## src/rtl/student_led_fader.sv

```systemverilog
// student_led_fader: eight independent LED afterglow channels.
// Each channel jumps to full brightness while its input bit is high. It then
// holds for HoldTicks decay ticks and fades by Step per tick down to zero.
// The prescaler (decay tick) and the 8-bit PWM counter are shared.
// Optional feature macro: STUDENT_LED_FADER_GAMMA_EN enables square-law duty.
// When the macro is undefined, duty equals the level.
module student_led_fader #(
    parameter int DecayDiv  = 50000,
    parameter int Step      = 8,
    parameter int HoldTicks = 4
) (
    input  logic        clk_i,
    input  logic        rst_i,
    input  logic [7:0]  led_i,
    output logic [7:0]  pwm_o,
    output logic [63:0] level_o,
    output logic        active_o
);

    localparam int              PW      = (DecayDiv > 1) ? $clog2(DecayDiv) : 1;
    localparam logic [PW-1:0]   PRE_MAX = PW'(DecayDiv - 1);
    localparam logic [7:0]      STEP_V  = 8'(Step);
    localparam logic [3:0]      HOLD_V  = 4'(HoldTicks);

    typedef enum logic [1:0] {
        ST_IDLE,
        ST_HOLD,
        ST_FADE
    } state_t;

    logic [PW-1:0] r_presc;
    logic          w_tick;
    logic [7:0]    r_pwm_cnt;
    logic [7:0]    r_pwm;
    logic [7:0]    w_pwm_next;
    logic [7:0]    w_busy_next;
    logic          r_active;

    assign w_tick = (r_presc == PRE_MAX);

    // Decay prescaler: counts 0..DecayDiv-1, tick on the terminal count.
    always_ff @(posedge clk_i) begin
        if (rst_i) begin
            r_presc <= '0;
        end else if (w_tick) begin
            r_presc <= '0;
        end else begin
            r_presc <= r_presc + PW'(1);
        end
    end

    // Free-running PWM counter, wraps naturally from 255 to 0.
    always_ff @(posedge clk_i) begin
        if (rst_i) begin
            r_pwm_cnt <= 8'd0;
        end else begin
            r_pwm_cnt <= r_pwm_cnt + 8'd1;
        end
    end

    genvar gi;
    generate
        for (gi = 0; gi < 8; gi++) begin : g_ch
            state_t     r_state;
            state_t     w_state_next;
            logic [7:0] r_level;
            logic [7:0] w_level_next;
            logic [3:0] r_hold;
            logic [3:0] w_hold_next;
            logic [7:0] w_duty;

            // Channel state, level and hold counter registers.
            always_ff @(posedge clk_i) begin
                if (rst_i) begin
                    r_state <= ST_IDLE;
                    r_level <= 8'd0;
                    r_hold  <= 4'd0;
                end else begin
                    r_state <= w_state_next;
                    r_level <= w_level_next;
                    r_hold  <= w_hold_next;
                end
            end

            // Next-state logic: a high input bit re-triggers and outranks a tick.
            always_comb begin
                w_state_next = r_state;
                w_level_next = r_level;
                w_hold_next  = r_hold;
                if (led_i[gi]) begin
                    w_state_next = ST_HOLD;
                    w_level_next = 8'hFF;
                    w_hold_next  = HOLD_V;
                end else if (w_tick) begin
                    case (r_state)
                        ST_HOLD: begin
                            if (r_hold != 4'd0) begin
                                w_hold_next = r_hold - 4'd1;
                            end else begin
                                w_state_next = ST_FADE;
                                w_level_next = 8'hFF;
                            end
                        end
                        ST_FADE: begin
                            // Reaching zero also ends the fade on the same edge.
                            if (r_level > STEP_V) begin
                                w_level_next = r_level - STEP_V;
                            end else begin
                                w_level_next = 8'd0;
                                w_state_next = ST_IDLE;
                            end
                        end
                        default: begin
                            w_state_next = ST_IDLE;
                            w_level_next = 8'd0;
                        end
                    endcase
                end
            end

`ifdef STUDENT_LED_FADER_GAMMA_EN
            logic [15:0] w_sq;
            assign w_sq   = {8'd0, r_level} * {8'd0, r_level};
            // Full brightness stays fully on; otherwise use the square law.
            assign w_duty = (r_level == 8'hFF) ? 8'hFF : w_sq[15:8];
`else
            assign w_duty = r_level;
`endif

            assign w_pwm_next[gi]          = (w_duty == 8'hFF) || (r_pwm_cnt < w_duty);
            assign w_busy_next[gi]         = (w_state_next != ST_IDLE);
            assign level_o[8*gi +: 8]      = r_level;
        end
    endgenerate

    // Registered PWM outputs, one cycle behind the level that produced them.
    always_ff @(posedge clk_i) begin
        if (rst_i) begin
            r_pwm <= 8'd0;
        end else begin
            r_pwm <= w_pwm_next;
        end
    end

    // Activity flag follows the channel state registers on the same edge.
    always_ff @(posedge clk_i) begin
        if (rst_i) begin
            r_active <= 1'b0;
        end else begin
            r_active <= |w_busy_next;
        end
    end

    assign pwm_o    = r_pwm;
    assign active_o = r_active;

endmodule

```

## config.mk

```make
export PLATFORM = sky130hd
export DESIGN_NAME = student_led_fader
export DESIGN_NICKNAME = d
export VERILOG_FILES = /design/src/rtl/student_led_fader.sv
export SDC_FILE = /design/constraint.sdc
export NUM_CORES = 1
export LEC_CHECK = 0
export CORE_MARGIN = 2
export CORE_UTILIZATION = 55
export CTS_CLUSTER_SIZE = 12
export DETAILED_ROUTE_END_ITERATION = 8
export PLACE_DENSITY = 0.78
export SYNTH_ARGS = -nofsm -noshare
export SYNTH_HDL_FRONTEND = slang
export SYNTH_SLANG_ARGS = --single-unit
```

## constraint.sdc

```tcl
create_clock -name clk_i -period 5.9 [get_ports clk_i]
set_clock_uncertainty 0.2 [all_clocks]
set_input_delay 1.18 -clock clk_i [delete_from_list [all_inputs] [get_ports clk_i]]
set_output_delay 1.18 -clock clk_i [all_outputs]
set_load 0.03 [all_outputs]
```

==> key figures <==
Critical path
  • Critical path arrival: 1680 ps
  • Crit. End Element: primary output
  • Worst path bufs/invs: 1
  • Startpoint Class: flop
  • Critical path class: flop to primary output
  • CP Cell Sequence: clkdlybuf4s50_1
  • Critical Path Slowest Stage Cell: clkdlybuf4s50_1
  • Crit-path max FO: 7
  • CP delay by family, top: buffers and inverters
  • CP required: 4520 ps
  • Slowest stage delay, CP: 740 ps

Clocking
  • Maximum clock path buffer count: 2
  • Post-cts resize count: 0
  • TritonCTS buffer count: 17
  • Clock sinks: 129
  • CTS tree: built
  • Clock transition at the registers of the reported paths: 50 ps
  • # H-tree levels: 4
  • Post-CTS setup buffer count: 0
  • Worst-Skew Late Latency: 420 ps
  • Post-CTS Hold Buffers: 0
  • Root Buffer: clkbuf_16

Placed design
  • Final RePlAce weighted congestion: 0.907
  • Placed Area: 0.00885 mm2
  • HPWL after detailed placement: 12800 um
  • IO buf count: 82

Routing
  • Drt pass-1 iters: 5
  • Iter 0 DRT Violations: 610
  • Number of remaining DRC errors: 0
  • WL final: 18700 um
  • Routed Antenna Nets: 0
  • Avg Vias per Cell: 5.75
  • Via Count: 7194
  • Wirelength per Cell: 15.0 um

Global route
  • Largest net degree at the start of global routing: 77
  • Total gr overflow: 0
  • Global Route Usage Sum: 24.6%
  • Vias in the first global route: 6630
  • First-pass GRT wire length: 32000 um
  • Initial antenna violation count: 0

Finish
  • Fillcell total: 1215
  • Register area: 0.00258 mm2
  • NumNets Final: 1165
  • Multi-input gate area in the final layout: 0.00484 mm2
  • Layout cell share with drive strength beyond 1: 3.93%
  • ANT cells: 0
  • Synth-to-layout area growth: 16.9%
  • Fin area: 0.00940 mm2

Flow run
  • Max cap viols: 0

Pwr
  • Peak VDD IR: 187 uV
  • Static Leakage: 0.00380 uW
  • Pwr dens: 252 mW/mm2
  • Power Total: 2370 uW

Synthesis
  • Post-Syn Instances: 1004
  • Synthesis-stage register bit count: 129
  • Post-Syn Area per Cell: 8.01 um2
  • Async SR Flop Fraction: 0%
  • Synthesized cell area: 0.00805 mm2
  • Post-synth EDFFs: 0
  • Post-synth top flop: dfxtp_1
  • Yosys Warn Count: 0
  • Library cells used by synthesis: 54
  • Sequential element share of the synthesized area: 32.1%
  • Synth Net Count: 1112

Floorplan
  • # rows: 44
  • Core Area: 0.0144 mm2
  • Initial Util: 55.8%
  • Die Width: 125 um
  • Die height: 125 um
  • Ports: 83
  • Die ar.: 0.0156 mm2

Timing
  • Final cycle utilization of the critical path: 51.9%
  • Setup violators final: 0
  • Setup TNS: 0 ps
  • Rel. slew slack: 47.2%
  • Hold Vio Cnt, Final: 0
  • Fin crit period: 3060 ps
  • Actual slew at the worst max-slew pin: 791 ps
  • Max Slew Vio Count: 0
  • Peak Freq: 327 MHz
  • RSZ-0062 raised after global routing: no

Outcome
  • Status: finished clean

Worst hold path
  • HP Class: flop to flop
## area by class of cell
cell class | instances | share of cell area, %
Clock buffer | 24 | 5.02
Tap cell | 184 | 2.45
Clock inverter | 6 | 0.878
Multi-Input combinational cell | 727 | 51.4
Inverter | 98 | 3.91
Sequential cell | 129 | 27.5
Timing Repair Buffer | 84 | 8.86
## cells in the mapped netlist (4+ instances only)
cell type / number / area share (%)
a2111oi_0: 6 / 0.65
a211o_1: 4 / 0.44
a211oi_1: 15 / 1.4
a21boi_0: 4 / 0.37
a21o_1: 20 / 1.9
a21oi_1: 78 / 4.9
a221o_1: 6 / 0.75
a31oi_1: 14 / 1.1
and2_1: 4 / 0.31
and3_1: 17 / 1.3
buf_1: 5 / 0.23
buf_4: 16 / 1.5
clkbuf_1: 25 / 1.2
dfxtp_1: 129 / 32
ha_1: 98 / 15
inv_1: 98 / 4.6
mux2i_1: 4 / 0.50
nand2_1: 37 / 1.7
nand2b_1: 9 / 0.70
nand3_1: 27 / 1.7
nand4_1: 15 / 1.2
nor2_1: 135 / 6.3
nor2_4: 5 / 0.70
nor2b_1: 8 / 0.62
nor3_1: 49 / 3.0
nor4_1: 10 / 0.78
o21ai_0: 72 / 4.5
o31ai_1: 4 / 0.37
o41ai_1: 7 / 0.76
xnor2_1: 26 / 2.8
xor2_1: 23 / 2.5
## per-layer routing
| metal | vias to the layer above | GRT usage [%] | wire length (um) |
|---|---|---|---|
| met5 | - | 0 | 0 |
| met4 | 0 | 10.3 | 520 |
| met3 | 39 | 4.45 | 848 |
| met2 | 212 | 40.1 | 8760 |
| met1 | 3327 | 32.2 | 8600 |
| li1 | 3616 | - | - |
## flip-flops by register name (all words and copies together) (netlist names)
| signal | count |
|---|---|
| r_pwm_cnt | 8 |
| g_ch.r_hold | 32 |
| g_ch.r_level | 48 |
| pwm_o | 8 |
| r_presc | 16 |
| g_ch.r_state | 16 |
| active_o | 1 |
## stage by stage
step | setup slack (ps) | std cells | hold slack [ps] | util [%]
floorplan | 3370 | 1004 | 213 | -
global placement | 2830 | 1222 | 227 | 61.4
detailed placement | 2770 | 1222 | 231 | 61.4
CTS | 2790 | 1252 | 243 | 65.2
global route | 2790 | 1252 | 282 | 65.2
finish | 2840 | 1252 | 250 | 65.2
## final timing paths
kind	from	endpoint	slack, ps	cells past startpoint
min reg2reg	r_presc[0]$_SDFF_PP0_	r_presc[0]$_SDFF_PP0_	250	1
min	r_presc[0]$_SDFF_PP0_	r_presc[0]$_SDFF_PP0_	250	1
max	g_ch[2].r_level[1]$_SDFFE_PP0P_	level_o[17]	2840	1
max reg2reg	r_presc[10]$_SDFF_PP0_	g_ch[2].r_level[5]$_SDFFE_PP0P_	3000	6
## cells by family (layout without fill, tap and decap cells)
group                    after synthesis  in the layout  synth area share (%)
AO/OA/AOI/OAI                        243            243                  18.6
XOR/XNOR                              49             49                  5.33
adder cells (fa/ha/maj)               98             98                  15.2
buffers and inverters                148            212                  7.79
flip-flops                           129            129                  32.1
multiplexers                           4              4                 0.498
AND/OR/NAND/NOR                      333            333                  20.5
## placed cells by master (no fill, tap or decap), types with 27 or more instances in the layout
master,Yosys,layout
clkdlybuf4s50_1,0,81
ha_1,98,98
inv_1,98,98
o21ai_0,72,72
nor3_1,49,49
nand2_1,37,37
nand3_1,27,27
nor2_1,135,135
dfxtp_1,129,129
a21oi_1,78,78
## power by group
group	switching (uW)	total [uW]	internal (uW)
Combinational	231	392	161
Sequential	59.6	974	914
Clock	365	1000	636
Power figures use the tool's default switching activity.
